File: src/rtl/rx_depacketing_hdr.sv
// rx_depacketing_hdr: strips a fixed-length, beat-aligned header from each
// router frame. It decodes dst/src from header beat 0, drops frames not
// addressed to this node, and forwards payload beats through a registered
// two-entry FIFO. Saturating drop and runt counters are kept.
module rx_depacketing_hdr #(
    parameter int DATA_W    = 128,
    parameter int KEEP_W    = DATA_W / 32,
    parameter int HDR_BEATS = 1,
    parameter bit PASS_ALL  = 1'b0,
    parameter int CNT_W     = 16
) (
    input  logic              clock,
    input  logic              reset,
    input  logic [15:0]       io_local_id,

    input  logic              io_axi_str_from_router_valid,
    output logic              io_axi_str_from_router_ready,
    input  logic [DATA_W-1:0] io_axi_str_from_router_bits_tdata,
    input  logic [KEEP_W-1:0] io_axi_str_from_router_bits_tkeep,
    input  logic              io_axi_str_from_router_bits_tlast,

    output logic              io_axis_str_to_trans_valid,
    input  logic              io_axis_str_to_trans_ready,
    output logic [DATA_W-1:0] io_axis_str_to_trans_bits_tdata,
    output logic [KEEP_W-1:0] io_axis_str_to_trans_bits_tkeep,
    output logic              io_axis_str_to_trans_bits_tlast,

    output logic              io_hdr_valid,
    output logic [15:0]       io_hdr_dst,
    output logic [15:0]       io_hdr_src,
    output logic [CNT_W-1:0]  io_drop_cnt,
    output logic [CNT_W-1:0]  io_runt_cnt
);

    localparam int BC_W = $clog2(HDR_BEATS + 1);
    localparam logic [BC_W-1:0] LAST_HDR = BC_W'(HDR_BEATS - 1);

    typedef enum logic [1:0] {
        S_HDR  = 2'd0,
        S_PASS = 2'd1,
        S_DROP = 2'd2
    } state_t;

    state_t            r_state;
    state_t            w_state_nxt;
    logic [BC_W-1:0]   r_beat_cnt;
    logic              r_in_ready;
    logic [15:0]       r_dst_hold;
    logic [15:0]       r_src_hold;
    logic              r_hdr_valid;
    logic [15:0]       r_hdr_dst;
    logic [15:0]       r_hdr_src;
    logic [CNT_W-1:0]  r_drop_cnt;
    logic [CNT_W-1:0]  r_runt_cnt;

    logic [DATA_W-1:0] r_mem_data [0:1];
    logic [KEEP_W-1:0] r_mem_keep [0:1];
    logic              r_mem_last [0:1];
    logic              r_wr_ptr;
    logic              r_rd_ptr;
    logic [1:0]        r_occ;

    logic              w_in_acc;
    logic              w_last_hdr;
    logic [15:0]       w_dst_cur;
    logic [15:0]       w_src_cur;
    logic              w_match;
    logic              w_hdr_end;
    logic              w_runt;
    logic              w_push;
    logic              w_pop;
    logic [1:0]        w_occ_nxt;

    // Increment that sticks at all-ones instead of wrapping.
    function automatic logic [CNT_W-1:0] sat_inc(input logic [CNT_W-1:0] v);
        return (&v) ? v : v + CNT_W'(1);
    endfunction

    assign w_in_acc   = io_axi_str_from_router_valid && r_in_ready;
    assign w_last_hdr = (r_beat_cnt == LAST_HDR);
    // With a single header beat the holding registers are not yet loaded
    // when the decision is made, so take the fields straight from the bus.
    assign w_dst_cur  = (r_beat_cnt == '0) ? io_axi_str_from_router_bits_tdata[15:0]
                                           : r_dst_hold;
    assign w_src_cur  = (r_beat_cnt == '0) ? io_axi_str_from_router_bits_tdata[31:16]
                                           : r_src_hold;
    assign w_match    = PASS_ALL || (w_dst_cur == io_local_id);
    assign w_pop      = (r_occ != 2'd0) && io_axis_str_to_trans_ready;

    // State register.
    always_ff @(posedge clock or negedge reset) begin
        if (!reset) r_state <= S_HDR;
        else        r_state <= w_state_nxt;
    end

    // Next-state decode: header end chooses pass/drop, tlast ends a frame.
    always_comb begin
        w_state_nxt = r_state;
        case (r_state)
            S_HDR: begin
                if (w_runt)         w_state_nxt = S_HDR;
                else if (w_hdr_end) w_state_nxt = w_match ? S_PASS : S_DROP;
            end
            S_PASS, S_DROP: begin
                if (w_in_acc && io_axi_str_from_router_bits_tlast) w_state_nxt = S_HDR;
            end
            default: w_state_nxt = S_HDR;
        endcase
    end

    // Per-state strobes: runt / header completion in S_HDR, FIFO push in S_PASS.
    always_comb begin
        w_push    = 1'b0;
        w_hdr_end = 1'b0;
        w_runt    = 1'b0;
        case (r_state)
            S_HDR: begin
                w_runt    = w_in_acc && io_axi_str_from_router_bits_tlast;
                w_hdr_end = w_in_acc && !io_axi_str_from_router_bits_tlast && w_last_hdr;
            end
            S_PASS:  w_push = w_in_acc;
            default: ;
        endcase
    end

    // Next FIFO occupancy; push and pop together leave it unchanged.
    always_comb begin
        w_occ_nxt = r_occ;
        case ({w_push, w_pop})
            2'b10:   w_occ_nxt = r_occ + 2'd1;
            2'b01:   w_occ_nxt = r_occ - 2'd1;
            default: w_occ_nxt = r_occ;
        endcase
    end

    // Registered input ready, header beat counter, header outputs and statistics.
    always_ff @(posedge clock or negedge reset) begin
        if (!reset) begin
            r_in_ready  <= 1'b0;
            r_beat_cnt  <= '0;
            r_hdr_valid <= 1'b0;
            r_hdr_dst   <= '0;
            r_hdr_src   <= '0;
            r_drop_cnt  <= '0;
            r_runt_cnt  <= '0;
        end else begin
            // Ready for next cycle from next-cycle occupancy, so a push can
            // never find the FIFO full and downstream ready never reaches
            // the input ready combinationally.
            r_in_ready  <= (w_state_nxt != S_PASS) || (w_occ_nxt != 2'd2);
            r_hdr_valid <= w_hdr_end && w_match;
            if (w_hdr_end && w_match) begin
                r_hdr_dst <= w_dst_cur;
                r_hdr_src <= w_src_cur;
            end
            if (w_hdr_end && !w_match) r_drop_cnt <= sat_inc(r_drop_cnt);
            if (w_runt)                r_runt_cnt <= sat_inc(r_runt_cnt);
            if (r_state == S_HDR && w_in_acc) begin
                if (io_axi_str_from_router_bits_tlast || w_last_hdr) r_beat_cnt <= '0;
                else                                                  r_beat_cnt <= r_beat_cnt + BC_W'(1);
            end
        end
    end

    // Header field capture from beat 0 (data path, no reset needed).
    always_ff @(posedge clock) begin
        if (r_state == S_HDR && w_in_acc && r_beat_cnt == '0) begin
            r_dst_hold <= io_axi_str_from_router_bits_tdata[15:0];
            r_src_hold <= io_axi_str_from_router_bits_tdata[31:16];
        end
    end

    // FIFO storage write (data path, no reset needed).
    always_ff @(posedge clock) begin
        if (w_push) begin
            r_mem_data[r_wr_ptr] <= io_axi_str_from_router_bits_tdata;
            r_mem_keep[r_wr_ptr] <= io_axi_str_from_router_bits_tkeep;
            r_mem_last[r_wr_ptr] <= io_axi_str_from_router_bits_tlast;
        end
    end

    // FIFO pointers and occupancy; reset flushes any buffered beats.
    always_ff @(posedge clock or negedge reset) begin
        if (!reset) begin
            r_wr_ptr <= 1'b0;
            r_rd_ptr <= 1'b0;
            r_occ    <= 2'd0;
        end else begin
            if (w_push) r_wr_ptr <= ~r_wr_ptr;
            if (w_pop)  r_rd_ptr <= ~r_rd_ptr;
            r_occ <= w_occ_nxt;
        end
    end

    assign io_axi_str_from_router_ready    = r_in_ready;
    assign io_axis_str_to_trans_valid      = (r_occ != 2'd0);
    assign io_axis_str_to_trans_bits_tdata = r_mem_data[r_rd_ptr];
    assign io_axis_str_to_trans_bits_tkeep = r_mem_keep[r_rd_ptr];
    assign io_axis_str_to_trans_bits_tlast = r_mem_last[r_rd_ptr];
    assign io_hdr_valid                    = r_hdr_valid;
    assign io_hdr_dst                      = r_hdr_dst;
    assign io_hdr_src                      = r_hdr_src;
    assign io_drop_cnt                     = r_drop_cnt;
    assign io_runt_cnt                     = r_runt_cnt;

endmodule

File: config.mk
export PLATFORM = sky130hd
export DESIGN_NAME = rx_depacketing_hdr
export DESIGN_NICKNAME = d
export VERILOG_FILES = /design/src/rtl/rx_depacketing_hdr.sv
export SDC_FILE = /design/constraint.sdc
export NUM_CORES = 1
export LEC_CHECK = 0
export CELL_PAD_IN_SITES_DETAIL_PLACEMENT = 1
export CELL_PAD_IN_SITES_GLOBAL_PLACEMENT = 1
export CORE_ASPECT_RATIO = 1.2
export CORE_MARGIN = 5
export CORE_UTILIZATION = 44
export DETAILED_ROUTE_END_ITERATION = 7
export HOLD_SLACK_MARGIN = 0.15
export MAX_ROUTING_LAYER = met4
export PLACE_DENSITY_LB_ADDON = 0.1
export SKIP_LAST_GASP = 1
export SLEW_MARGIN = 20
export SYNTH_ARGS = -nofsm -noshare
export SYNTH_HDL_FRONTEND = slang
export SYNTH_SLANG_ARGS = --single-unit
export TNS_END_PERCENT = 100
File: constraint.sdc
create_clock -name clock -period 21.2 [get_ports clock]
set_clock_uncertainty 0.2 [all_clocks]
set_input_delay 5.3 -clock clock [delete_from_list [all_inputs] [get_ports clock]]
set_output_delay 5.3 -clock clock [all_outputs]
set_load 0.05 [all_outputs]
## After elaboration in Yosys (flattened, before gate mapping)

Memories as Yosys holds them, arrays and structs flattened.
Cells that the tools add are included.
Widths: inputs -> output; s select.

- Eq/ne operators: 7
- Add/subtract/negate cells: 5
- Bitwise gates (word level): 5
- Magnitude comparators: 0
- Reduce and logical (&&, ||, !) cells: 20
- Div/mod/pow operators: 0
- Shift-type cells: 0
- Multipliers: 0
- Multiplexer cells: 14

Operators with widths:

| kind | number |
|---|---|
| $add 16x1->16 const B | 2 |
| $mux 16 | 2 |
| $reduce_and 16->1 | 2 |
| $eq 16x16->1 | 1 |
| $logic_and 1x1->1 | 9 |
| $mux 2 | 4 |
| $pmux 2 s2 | 2 |
| $mux 1 | 6 |
| $not 1->1 | 5 |
| $eq 2x1->1 const B | 2 |
| $eq 2x2->1 const B | 2 |
| $reduce_and 2->1 | 2 |
| $add 2x1->2 const B | 1 |
| $logic_not 1->1 | 2 |
| $logic_not 2->1 | 1 |
| $logic_or 1x1->1 | 2 |
| $ne 2x1->1 const B | 1 |
| $ne 2x2->1 const B | 1 |
| $reduce_bool 2->1 | 1 |
| $reduce_or 2->1 | 1 |
| $sub 2x1->2 const B | 1 |
| $add 1x1->1 const B | 1 |

- Bits in latches: 0
- RAM bits: 266
- Bits in registers: 105
- Output and inout bits: 200
- Input port bits: 153
- ROM bits: 0
- Memories kept: 3

Memories:

| memory | depth | width | rd ports | clocked after Yosys merged registers in | wr ports | RTL line | RTL |
|---|---|---|---|---|---|---|---|
| r_mem_data | 2 | 128 | 1 | 0 | 1 | 56 | `logic [DATA_W-1:0] r_mem_data [0:1];` |
| r_mem_keep | 2 | 4 | 1 | 0 | 1 | 57 | `logic [KEEP_W-1:0] r_mem_keep [0:1];` |
| r_mem_last | 2 | 1 | 1 | 0 | 1 | 58 | `logic r_mem_last [0:1];` |

## Depth between registers and ports, before layout

- Word-level depth: 9
- Mapped depth: 10
- Gate-level depth less buffers: 10

## Worst setup path before layout

OpenSTA, ideal clock, no wires.

- Path type: in2reg
- Start: in io_axi_str_from_router_valid
- End: mem r_mem_data[0][0] (enable)
- Setup slack: 9.339 ns
- Cell stages on the path: 2
- Setup time: 0.628 ns
- Arrival: 11.034 ns
- Data required time: 20.372 ns
- Cells stage by stage: nand3_1 -> nor2_1

- Word-level cells in the longest chain between the ends: 4

RTL lines:

| element | RTL line | RTL |
|---|---|---|
| from (decl) | 16 | `input logic io_axi_str_from_router_valid,` |
| $logic_and 1x1->1 | 79 | `assign w_in_acc = io_axi_str_from_router_valid && r_in_ready;` |
| $mux 1 | 116 | `case (r_state)` |
| $mux 1 | 175 | `if (w_push) begin` |
| $mux 1 (not written as such) | 176 | `r_mem_data[r_wr_ptr] <= io_axi_str_from_router_bits_tdata;` |
| to (decl) | 56 |  |

Every way passes these cells.

## Worst setup path after layout

- Start: reg r_rd_ptr
- End: out io_axis_str_to_trans_bits_tdata[4]

- Word-level cells in the longest chain between the ends: 1

RTL lines:

| element | RTL line | RTL |
|---|---|---|
| from (decl) | 60 | `logic r_rd_ptr;` |
| from (signal assigned) | 190 | `if (w_pop) r_rd_ptr <= ~r_rd_ptr;` |
| $mem_v2 2x128 | - |  |
| to (decl) | 24 | `output logic [DATA_W-1:0] io_axis_str_to_trans_bits_tdata,` |

Every way passes these cells.

==> results.toml <==
[synthesis]
ys_ff_latch = 371
synth_cell_type_count = 39
yosys.area.top_type = "edfxtp_1"
synth-edff-count = 298
synth_ff_type = "edfxtp_1"
avgSynthCellArea_um2 = 18.5
yosys-top-cells-area = "edfxtp_1, dfrtp_1, mux2_2"
ys_warn_count = 0
synth.most_common_cell = "edfxtp_1"
synthCells = 772
async_reset_ff_frac = 0.197
synth_nets = 931
synth-seq-area-share = 0.756
syn_area_mm2 = 0.0142
synth_top_area_frac = 0.628
synth_commonest_cells = "edfxtp_1, mux2_2, dfrtp_1, xnor2_1, clkbuf_1"

[grt]
grt_first_pass_wirelength_mm = 55.0
grt_max_degree = 72
grt_pass1_vias = 8820
grt_use_total = 0.204
grt_overflow = 0
antenna_found_initial = 7

[timing]
finalSetupViolCount = 0
rsz0062_at_grt = "false"
period_needed_ns = 9.19
tightest_slew_ns = 1.03
finalHoldViolCount = 0
slew_viol_final = 0
fmax_mhz = 109
slew-limit-headroom = 0.312
finalSetupTns_ns = 0
finalCritPeriodShare = 0.433

[status]
status = "complete, no violations"

[clock_network]
htree_num_levels = 2
post_cts_buffers = 0
cts_tree = "built"
cts_buffers = 38
clk-insertion-delay-late_ns = 0.52
cts_buffer_depth = 3
cts_sinks = 371
clk_pin_slew_ns = 0.06
cts-root-buf = "clkbuf_16"
ctsResizeCount = 0
postCtsHoldBufs = 0

[power]
power_leakage_nw = 6.79
peakVddDrop_uv = 77.6
powerDensity_mw_per_mm2 = 130

[min_path]
worstHoldPathCells = 1
hold_class = "reg -> reg"
hold_path_startpoint = "r_occ[1]"

[worst_setup_path]
cp-start-kind = "register"
cp-startpoint = "r_rd_ptr"
path_class = "reg -> out"
cp-endpoint = "io_axis_str_to_trans_bits_tdata[4]"
arrival_ns = 3.69
rrSetupSlack_ns = 17.81
rr_worst_depth = 7
r2r-start = "r_beat_cnt"
rr_endpoint = "io_hdr_src[5]"
critPathMaxFanout = 71
required_ns = 15.70
worstSetupEndpointType = "output port"

[floorplan]
fp-row-count = 72
die_area_mm2 = 0.0361
start_util = 0.444
die_w_um = 174
coreArea_mm2 = 0.0321
die_h_um = 207
pin_count = 353

[routing]
ant_nets = 0
vias = 8182
drtIter0Drc = 394
routed_wl_mm = 37.0
vias_per_cell = 5.16
drcViolationCount = 0
drt_pass1_iterations = 4
wire_per_inst_um = 23.3

[placed_design]
place_hpwl_mm = 25.3
numPortBuffers = 352
routabilityCongestion = 0.808
post-place-cells = 1512

[job]
drv_cap = 0

[final_layout]
fill_cells = 2909
final_cells = 1587
fin_nets = 1304
area_growth_pct = 36.6
drive_gt1_frac = 0.197
## critical path, cell delays in order (launching register included)
cell	delay [ns]
dfrtp_4	1.02
buf_4	0.85
mux2_2	0.42
clkdlybuf4s50_1	0.73
## flip-flops by register name (all words and copies together), names as in the netlist, 8 cells and up
signal,flops
io_drop_cnt,16
r_mem_keep,8
io_hdr_src,16
r_dst_hold,16
r_src_hold,16
io_hdr_dst,16
io_runt_cnt,16
r_mem_data,256
## stage by stage
step           utilization  area (um2)  power [mW]  hold slack (ns)  setup slack [ns]
6_report             0.607       19500        2.53            0.287             12.01
2_1_floorplan            -       14200        1.60            0.250              9.34
3_5_place_dp         0.569       18200        1.91            0.279             12.49
5_1_grt              0.607       19500        2.64            0.303             11.85
4_1_cts              0.606       19400        2.57            0.291             11.93
3_3_place_gp         0.569       18200        1.90            0.265             12.49
## power breakdown
| part | total [mW] | internal (mW) | switching [mW] |
|---|---|---|---|
| registers | 0.973 | 0.909 | 0.0633 |
| clock network | 0.648 | 0.385 | 0.263 |
| logic | 0.914 | 0.330 | 0.584 |
| total | 2.53 | 1.62 | 0.910 |
## placed cells by master, fill, tap and decap left out, types with 2 or more instances in the layout
| cell | n |
|---|---|
| or2_2 | 3 |
| nor4_2 | 3 |
| o21ai_1 | 3 |
| mux2_2 | 158 |
| clkbuf_8 | 3 |
| clkbuf_16 | 39 |
| clkinv_1 | 7 |
| buf_4 | 11 |
| nor3_1 | 4 |
| bufinv_16 | 3 |
| diode_2 | 7 |
| inv_1 | 5 |
| nand2_1 | 12 |
| mux2i_1 | 16 |
| nand4_1 | 11 |
| clkbuf_1 | 13 |
| nor2b_1 | 2 |
| and4_1 | 2 |
| nor2_4 | 4 |
| ha_1 | 6 |
| and3_1 | 8 |
| dfrtp_1 | 71 |
| xor2_1 | 5 |
| nor2_1 | 9 |
| mux2_1 | 9 |
| xnor2_1 | 45 |
| nand3b_1 | 3 |
| clkdlybuf4s50_1 | 351 |
| o31ai_1 | 16 |
| nand3_1 | 16 |
| clkinv_2 | 2 |
| a21oi_1 | 2 |
| and2_1 | 4 |
| nor4_1 | 4 |
| o21ai_0 | 14 |
| edfxtp_1 | 298 |
## layer usage
layer	vias to the layer above	GRT usage	part of all wire
met3	56	0.0562	0.069
met2	281	0.347	0.52
met4	0	0.0721	0.026
li1	3724	-	-
met1	4121	0.233	0.38
met5	-	-	0
## cell type report
type	count	area [um2]	share of cell area
Clock inverter	13	135	0.00694
Timing Repair Buffer	362	3600	0.185
Inverter	5	18.8	0.000964
Sequential cell	371	10800	0.554
Multi-Input combinational cell	367	3340	0.172
Tap cell	407	509	0.0262
Clock buffer	55	1070	0.0548
Antenna cell	7	17.5	0.000900
## cell families (layout without fill, tap and decap cells)
logic type      count (synthesis)  count (layout)  share of synthesized area
simple gates                   87              87                     0.0349
flops                         371             371                      0.756
buf+inv                        34             435                     0.0108
compound gates                 40              40                     0.0178
fa+ha+maj                       6               6                    0.00527
mux                           184             184                      0.144
other cells                     0               7                          0
xor+xnor                       50              50                     0.0307
## worst min path at each step
stage / to / slack (ns)
after floorplan: r_occ[1] / 0.25
after global placement: r_occ[1] / 0.27
after detailed placement: io_hdr_src[9] / 0.28
after CTS: r_occ[1] / 0.29
after global routing: io_hdr_src[10] / 0.30
final: r_occ[1] / 0.29
Note: power is estimated with default switching activity, not from simulation.
